`src/rtl/muldiv_unit.sv`:
```
// muldiv_unit: iterative RV32M multiply/divide unit, one bit per clock.
//   clk, rst_n         : clock, asynchronous active-low reset
//   start, flush       : request pulse (sampled in IDLE), synchronous abort
//   funct3             : RV32M operation select
//   operand_a/b        : rs1 / rs2 values
//   busy, done, result : in-progress flag, completion pulse, registered result
module muldiv_unit #(
  parameter int unsigned XLEN  = 32,
  parameter int unsigned CNT_W = 6
) (
  input  logic            clk,
  input  logic            rst_n,
  input  logic            start,
  input  logic            flush,
  input  logic [2:0]      funct3,
  input  logic [XLEN-1:0] operand_a,
  input  logic [XLEN-1:0] operand_b,
  output logic            busy,
  output logic            done,
  output logic [XLEN-1:0] result
);

  localparam logic [1:0] S_IDLE   = 2'd0;
  localparam logic [1:0] S_CALC   = 2'd1;
  localparam logic [1:0] S_FINISH = 2'd2;

  localparam logic [XLEN-1:0] INT_MIN = {1'b1, {(XLEN-1){1'b0}}};

  logic [1:0]        state_q, state_d;
  logic [CNT_W-1:0]  cnt_q, cnt_d;
  logic [2:0]        op_q, op_d;
  logic              neg_q, neg_d;
  logic [XLEN-1:0]   acc_hi_q, acc_hi_d;   // product high half / partial remainder
  logic [XLEN-1:0]   acc_lo_q, acc_lo_d;   // multiplier -> product low / dividend -> quotient
  logic [XLEN-1:0]   mcand_q, mcand_d;     // multiplicand or divisor magnitude
  logic              busy_q, busy_d;
  logic              done_q, done_d;
  logic [XLEN-1:0]   result_q, result_d;

  logic              sgn_a, sgn_b, a_neg, b_neg, div_zero, div_ovf;
  logic [XLEN-1:0]   a_mag, b_mag;
  logic [XLEN:0]     mul_sum;
  logic [XLEN-1:0]   rem_low, div_diff, fin_res;
  logic              div_ge;
  logic [2*XLEN-1:0] prod_raw, prod_fix;

  // Operand decode: signedness, magnitudes and special divide cases.
  always_comb begin
    sgn_a    = (funct3 == 3'b001) || (funct3 == 3'b010) ||
               (funct3 == 3'b100) || (funct3 == 3'b110);
    sgn_b    = (funct3 == 3'b001) || (funct3 == 3'b100) || (funct3 == 3'b110);
    a_neg    = sgn_a & operand_a[XLEN-1];
    b_neg    = sgn_b & operand_b[XLEN-1];
    a_mag    = a_neg ? -operand_a : operand_a;
    b_mag    = b_neg ? -operand_b : operand_b;
    div_zero = funct3[2] && (operand_b == '0);
    div_ovf  = funct3[2] && !funct3[0] && (operand_a == INT_MIN) && (operand_b == '1);
  end

  // Iteration datapath and final sign correction / output select.
  always_comb begin
    mul_sum  = {1'b0, acc_hi_q} + {1'b0, mcand_q};
    // The shifted remainder is XLEN+1 bits; its top bit alone guarantees a fit.
    rem_low  = {acc_hi_q[XLEN-2:0], acc_lo_q[XLEN-1]};
    div_ge   = acc_hi_q[XLEN-1] | (rem_low >= mcand_q);
    div_diff = rem_low - mcand_q;
    prod_raw = {acc_hi_q, acc_lo_q};
    prod_fix = neg_q ? -prod_raw : prod_raw;
    case (op_q)
      3'b000:                 fin_res = prod_fix[XLEN-1:0];
      3'b001, 3'b010, 3'b011: fin_res = prod_fix[2*XLEN-1:XLEN];
      3'b100, 3'b101:         fin_res = neg_q ? -acc_lo_q : acc_lo_q;
      default:                fin_res = neg_q ? -acc_hi_q : acc_hi_q;
    endcase
  end

  // Next-state and register update logic.
  always_comb begin
    state_d  = state_q;
    cnt_d    = cnt_q;
    op_d     = op_q;
    neg_d    = neg_q;
    acc_hi_d = acc_hi_q;
    acc_lo_d = acc_lo_q;
    mcand_d  = mcand_q;
    busy_d   = busy_q;
    done_d   = 1'b0;
    result_d = result_q;

    case (state_q)
      S_IDLE: begin
        if (start && !flush) begin
          op_d   = funct3;
          cnt_d  = '0;
          busy_d = 1'b1;
          // REM follows the dividend sign; everything else the sign product.
          neg_d  = (funct3[2] && funct3[1]) ? a_neg : (a_neg ^ b_neg);
          if (div_zero) begin
            state_d  = S_FINISH;
            acc_lo_d = '1;
            acc_hi_d = operand_a;
            neg_d    = 1'b0;
          end else if (div_ovf) begin
            state_d  = S_FINISH;
            acc_lo_d = INT_MIN;
            acc_hi_d = '0;
            neg_d    = 1'b0;
          end else begin
            state_d  = S_CALC;
            acc_hi_d = '0;
            acc_lo_d = funct3[2] ? a_mag : b_mag;
            mcand_d  = funct3[2] ? b_mag : a_mag;
          end
        end
      end

      S_CALC: begin
        if (flush) begin
          state_d = S_IDLE;
          busy_d  = 1'b0;
          cnt_d   = '0;
        end else begin
          cnt_d = cnt_q + CNT_W'(1);
          if (cnt_q == CNT_W'(XLEN - 1)) begin
            state_d = S_FINISH;
          end
          if (op_q[2]) begin
            acc_hi_d = div_ge ? div_diff : rem_low;
            acc_lo_d = {acc_lo_q[XLEN-2:0], div_ge};
          end else if (acc_lo_q[0]) begin
            acc_hi_d = mul_sum[XLEN:1];
            acc_lo_d = {mul_sum[0], acc_lo_q[XLEN-1:1]};
          end else begin
            acc_hi_d = {1'b0, acc_hi_q[XLEN-1:1]};
            acc_lo_d = {acc_hi_q[0], acc_lo_q[XLEN-1:1]};
          end
        end
      end

      S_FINISH: begin
        state_d = S_IDLE;
        busy_d  = 1'b0;
        cnt_d   = '0;
        if (!flush) begin
          result_d = fin_res;
          done_d   = 1'b1;
        end
      end

      default: begin
        state_d = S_IDLE;
        busy_d  = 1'b0;
      end
    endcase
  end

  // State registers.
  always_ff @(posedge clk or negedge rst_n) begin
    if (!rst_n) begin
      state_q  <= S_IDLE;
      cnt_q    <= '0;
      op_q     <= '0;
      neg_q    <= 1'b0;
      acc_hi_q <= '0;
      acc_lo_q <= '0;
      mcand_q  <= '0;
      busy_q   <= 1'b0;
      done_q   <= 1'b0;
      result_q <= '0;
    end else begin
      state_q  <= state_d;
      cnt_q    <= cnt_d;
      op_q     <= op_d;
      neg_q    <= neg_d;
      acc_hi_q <= acc_hi_d;
      acc_lo_q <= acc_lo_d;
      mcand_q  <= mcand_d;
      busy_q   <= busy_d;
      done_q   <= done_d;
      result_q <= result_d;
    end
  end

  assign busy   = busy_q;
  assign done   = done_q;
  assign result = result_q;

endmodule

```
`config.mk`:
```
export PLATFORM = sky130hd
export DESIGN_NAME = muldiv_unit
export DESIGN_NICKNAME = d
export VERILOG_FILES = /design/src/rtl/muldiv_unit.sv
export SDC_FILE = /design/constraint.sdc
export NUM_CORES = 1
export LEC_CHECK = 0
export BUFFER_PORTS_ARGS = -buffer_cell sky130_fd_sc_hd__buf_2
export CAP_MARGIN = 20
export CELL_PAD_IN_SITES_DETAIL_PLACEMENT = 1
export CELL_PAD_IN_SITES_GLOBAL_PLACEMENT = 1
export CORE_ASPECT_RATIO = 0.8
export CORE_UTILIZATION = 50
export CTS_CLUSTER_DIAMETER = 120
export CTS_CLUSTER_SIZE = 12
export DETAILED_ROUTE_END_ITERATION = 6
export GPL_ROUTABILITY_DRIVEN = 0
export PLACE_DENSITY_LB_ADDON = 0.1
export SYNTH_ARGS = -nofsm -noshare
export SYNTH_HDL_FRONTEND = slang
export SYNTH_SLANG_ARGS = --single-unit
```
`constraint.sdc`:
```
create_clock -name clk -period 8.7 [get_ports clk]
set_input_delay 2.61 -clock clk [delete_from_list [all_inputs] [get_ports clk]]
set_output_delay 2.61 -clock clk [all_outputs]
set_load 0.05 [all_outputs]
```
# Word-level counts from Yosys, hierarchy flattened
# Cells that the tools add are included.
# op_classes
addsub	8
n_lt_le_gt_ge	1
eq_ne	18
mux	39
n_bitwise	7
n_reduce_logical	27
# ops
cell	count
2-to-1 mux 32 bit	18
negation 32 bit	4
one-hot mux 32 bit (2 select lines)	2
one-hot mux 32 bit (3 select lines)	1
equality test 32 bit, second input constant	2
2-to-1 mux 64 bit	1
negation 64 bit	1
adder 32 x 32 -> 33 bit	1
>= comparator 32 bit	1
logical NOT 32 bit	1
subtractor 32 bit	1
one-hot mux 6 bit (3 select lines)	1
equality test 3 bit, second input constant	4
2-to-1 mux 6 bit	2
2-to-1 mux 2 bit	5
AND reduction 2 bit	5
equality test 3 x 2 -> 1 bit, second input constant	3
2-to-1 mux 1 bit	7
adder 6 x 1 -> 6 bit, second input constant	1
equality test 3 x 1 -> 1 bit, second input constant	2
equality test 6 x 5 -> 1 bit, second input constant	1
logical AND 1 bit	6
!= test 2 bit, second input constant	3
logical OR 1 bit	5
18 further kinds	22
# word_totals
ff_bits	142
inputBits	71
out_inout_bits	34
elab_cells	110

# Depth between registers and ports, before layout
# depth
depth_word	11
ltp_mapped	14

# Worst setup path before layout
# Ideal clock, no wire load.
# synth_timing
path_kind	input port to flip-flop
from	in operand_a[9]
to	reg mcand_q[17]
arrival_ps	4945
required_time_ps	8575
slack_ps	3631
cell_stages	9
path_buffers	2
cell_sequence	or4_1 > nor4_2 > nand4b_1 > or2_2 > or3_1 > clkbuf_1 > nand3_2 > buf_4 > mux2_2
# synth_via
elab_chain_len	5
elab_cells_between_ends	8
classes_between	add/sub (1); eq/ne (1); mux (2); bitwise (1); reduce/logical (3)
# synth_rtl
element	line_no	rtl
start, declared	16	input logic [XLEN-1:0] operand_a,
parallel branches: the longest is 5 deep, another holds negation 32 bit	n/a	
end signal, assigned	177	mcand_q <= mcand_d;
end, declared	35	logic [XLEN-1:0] mcand_q, mcand_d;
# Several ways; the timed one is not identified.
# A chain may end at the register's enable or synchronous reset.

# Worst setup path after layout
# layout_timing
from	in operand_b[0]
to	reg acc_hi_q[31]
# layout_via
elab_chain_len	5
# layout_rtl
element	line_no	rtl
start, declared	17	input logic [XLEN-1:0] operand_b,
logical NOT 32 bit	56	div_zero = funct3[2] && (operand_b == '0);
logical AND 1 bit	56	
2-to-1 mux 32 bit	98	if (div_zero) begin
2-to-1 mux 32 bit	92	if (start && !flush) begin
one-hot mux 32 bit (2 select lines)	90	case (state_q)
end signal, assigned	175	acc_hi_q <= acc_hi_d;
end, declared	33	logic [XLEN-1:0] acc_hi_q, acc_hi_d;
# No other way between the ends. The select of a mux whose other input is x is not followed.

==> flow_summary.json <==
{
  "dieWidth_um": 196,
  "ys_ff_latch": 142,
  "wl_per_cell_um": 26.5,
  "boundaryPins": 105,
  "path_class": "in2reg",
  "hold_path_class": "reg2reg",
  "fin_setup_tns_ns": 0,
  "grt_usage_pct": 42.2,
  "cts-root-buf": "clkbuf_16",
  "via_per_inst": 6.90,
  "cts.sinks": 142,
  "antenna_found_initial": 0,
  "synth_xor_area_share_pct": 10.1,
  "pre_cts_slack_ns": 2.72,
  "avgSynthCellArea_um2": 7.33,
  "clk_path_buf_depth": 2,
  "drc": 2,
  "seq_area_frac_synth_pct": 23.7,
  "drtIter0Drc": 2061,
  "cts_setup_buffers": 0,
  "end_kind": "register",
  "core-area_mm2": 0.0294,
  "synth_compound_area_share_pct": 28.2,
  "hold_slack_ns": 0.469,
  "cts_resized": 0,
  "fin_total_pwr_uw": 5060,
  "ctsHoldBuffers": 0,
  "syn_inst": 2049,
  "timing.fmax_mhz": 175,
  "hpwl_um": 48400,
  "postRouteAntennaNets": 0,
  "required_ns": 9.08,
  "arrival_ns": 6.09,
  "overflow": 0,
  "final_max_slew_viol_count": 0,
  "rsz0062_at_grt": "false",
  "area_growth_pct": 8.69,
  "worstSetupStartpointType": "primary input",
  "setup_ws_ns": 2.99,
  "cts_max_level": 4,
  "num_vias": 16900,
  "drive_above_1_share_pct": 10.4,
  "drv_cap": 0,
  "final_util_pct": 55.4,
  "status": "finished, violations left",
  "grt_use_met2_pct": 61.3,
  "critPathMaxFanout": 19,
  "cts_tree": "yes",
  "violations": "design-rule violations",
  "io_buffers": 104,
  "p_per_area_mw_per_mm2": 310,
  "slew-limit-headroom_pct": 23.8,
  "grt_pass1_wl_um": 98500,
  "synth-main-ff-cell": "dfrtp_1",
  "die_area_mm2": 0.0307,
  "vdd.ir_drop.worst_mv": 0.175,
  "use_met1_pct": 57.7,
  "grt_max_degree": 95,
  "start_util_pct": 51.0,
  "ys.warnings.count": 0,
  "numCtsBuffers": 17,
  "syn_area_mm2": 0.0150,
  "synth_top_family_by_area": "compound AO/OA/AOI/OAI gates",
  "nets": 2199,
  "grt_util_met3_pct": 12.0,
  "clkTransAtPathRegs_ns": 0.06,
  "period_share_pct": 65.6,
  "yosysUniqueCellTypes": 83,
  "grt_busiest_layer": "met2",
  "async_reset_ff_share_pct": 100,
  "tightest_slew_ns": 1.14,
  "drt-pass1-iter-count": 7,
  "rows": 56,
  "diodes": 0,
  "synth-edff-count": 0,
  "period_needed_ns": 5.71,
  "grt_pass1_vias": 16500,
  "synthAdderAreaFrac_pct": 6.10,
  "synth_mux_area_share_pct": 4.48,
  "synth_nets": 2192,
  "final-hold-violation-count": 0,
  "clock_latency_ns": 0.46,
  "fill_cells": 3800,
  "die_height_um": 157,
  "yosys.area_share.simple_pct": 22.2,
  "reg2reg_slack_ns": 3.64,
  "setup_viol": 0,
  "finClkSkew_ns": 0.0162,
  "cellLeakagePower_uw": 0.00699,
  "wl_um": 64800
}
==> layer usage <==
metal	vias to the layer above	part of all wire [%]	routed length [µm]
met5	-	0	0
met1	8221	41	26800
met4	0	4.6	2980
met2	1034	41	26600
met3	159	13	8430
li1	7453	-	-
==> per-stage QoR <==
step                      instances  cell area (µm²)
final                          2446            16300
after global routing           2446            16300
after global placement         2412            15700
after detailed placement       2412            15700
after CTS                      2444            16300
after floorplan                2049            15000
==> placed cells by master (no fill, tap or decap), drive strengths merged, types with 15 or more instances in the layout <==
cell type / instances
nor3: 50
a21o: 32
mux2: 17
a211oi: 32
a31oi: 26
nand2b: 20
o211ai: 16
ha: 70
or3: 24
mux2i: 48
xnor2: 109
inv: 61
nand3: 36
nand4: 30
nor2b: 17
a21oi: 205
nand2: 268
nor4: 15
or4: 18
nor2: 174
o22ai: 29
o21ai: 203
o31ai: 31
and3: 15
buf: 133
dfrtp: 142
clkbuf: 21
xor2: 64
==> where the power goes <==
group,internal [µW],total (µW),switching (µW),leakage (µW)
Sequential,796,1210,412,0.00180
Clock,471,805,334,0.000300
Combinational,1130,3050,1920,0.00489
Total,2400,5060,2660,0.00699
==> worst paths after layout <==
kind,from,to,cells past startpoint
max reg2reg,acc_hi_q[0],acc_hi_q[14],12
min,result[26],result[26],2
max in group asynchronous,rst_n,acc_lo_q[0],2
max,operand_b[0],acc_hi_q[31],12
min reg2reg,result[26],result[26],2
min in group asynchronous,rst_n,acc_hi_q[12],1
==> kinds of logic (layout without fill, tap and decap cells) <==
| kind of cell | after synthesis | count (layout) |
|---|---|---|
| AOI/OAI and AO/OA | 689 | 689 |
| xor gates and xnor gates | 173 | 173 |
| adders and majority gates | 72 | 72 |
| buffers and inverters | 204 | 224 |
| DFF | 142 | 142 |
| muxes | 65 | 65 |
| and+or+nand+nor | 704 | 704 |
==> state kept, by name (all words and copies together) (netlist names) <==
signal / cells
acc_hi_q: 32
acc_lo_q: 32
mcand_q: 32
result: 32
cnt_q: 6
op_q: 3
state_q: 2
busy: 1
done: 1
neg_q: 1
==> cell usage after synthesis (all sizes together), types with 18 or more instances <==
master  number  share of area [%]
nor3        50                1.8
a21o        32                1.6
buf         24               0.76
nand2      268                6.7
o21ai      203                6.8
inv         58                1.5
clkbuf     121                3.0
dfrtp      142                 24
or4         18               0.93
a31oi       26                1.1
xor2        64                3.7
a21oi      205                6.9
mux2i       48                3.2
nor2       174                4.4
nand4       30                1.3
xnor2      109                6.4
a211oi      32                1.6
or3         24                1.0
nand2b      20               0.83
ha          70                5.8
nand3       36                1.2
o22ai       29                1.2
o31ai       31                1.6
==> area by class of cell <==
class / instances / area, µm² / area share [%]
well taps: 377 / 472 / 2.89
clock buffers: 21 / 460 / 2.82
inverters: 59 / 221 / 1.36
repair buffers: 133 / 764 / 4.69
flip-flops and latches: 142 / 3560 / 21.8
clock inverters: 11 / 158 / 0.966
multi-input cells: 1703 / 10700 / 65.5
==> worst max-delay path, cell delays in order <==
cell	delay [ns]
buf_2	0.13
inv_1	0.07
ha_1	0.17
or3b_2	0.52
nor4_4	0.23
and2_1	0.30
nand2_1	0.15
nor3_4	0.93
nand2_1	0.15
a21oi_1	0.26
or4b_1	0.45
nand3_1	0.09
Power figures use the tool's default switching activity.
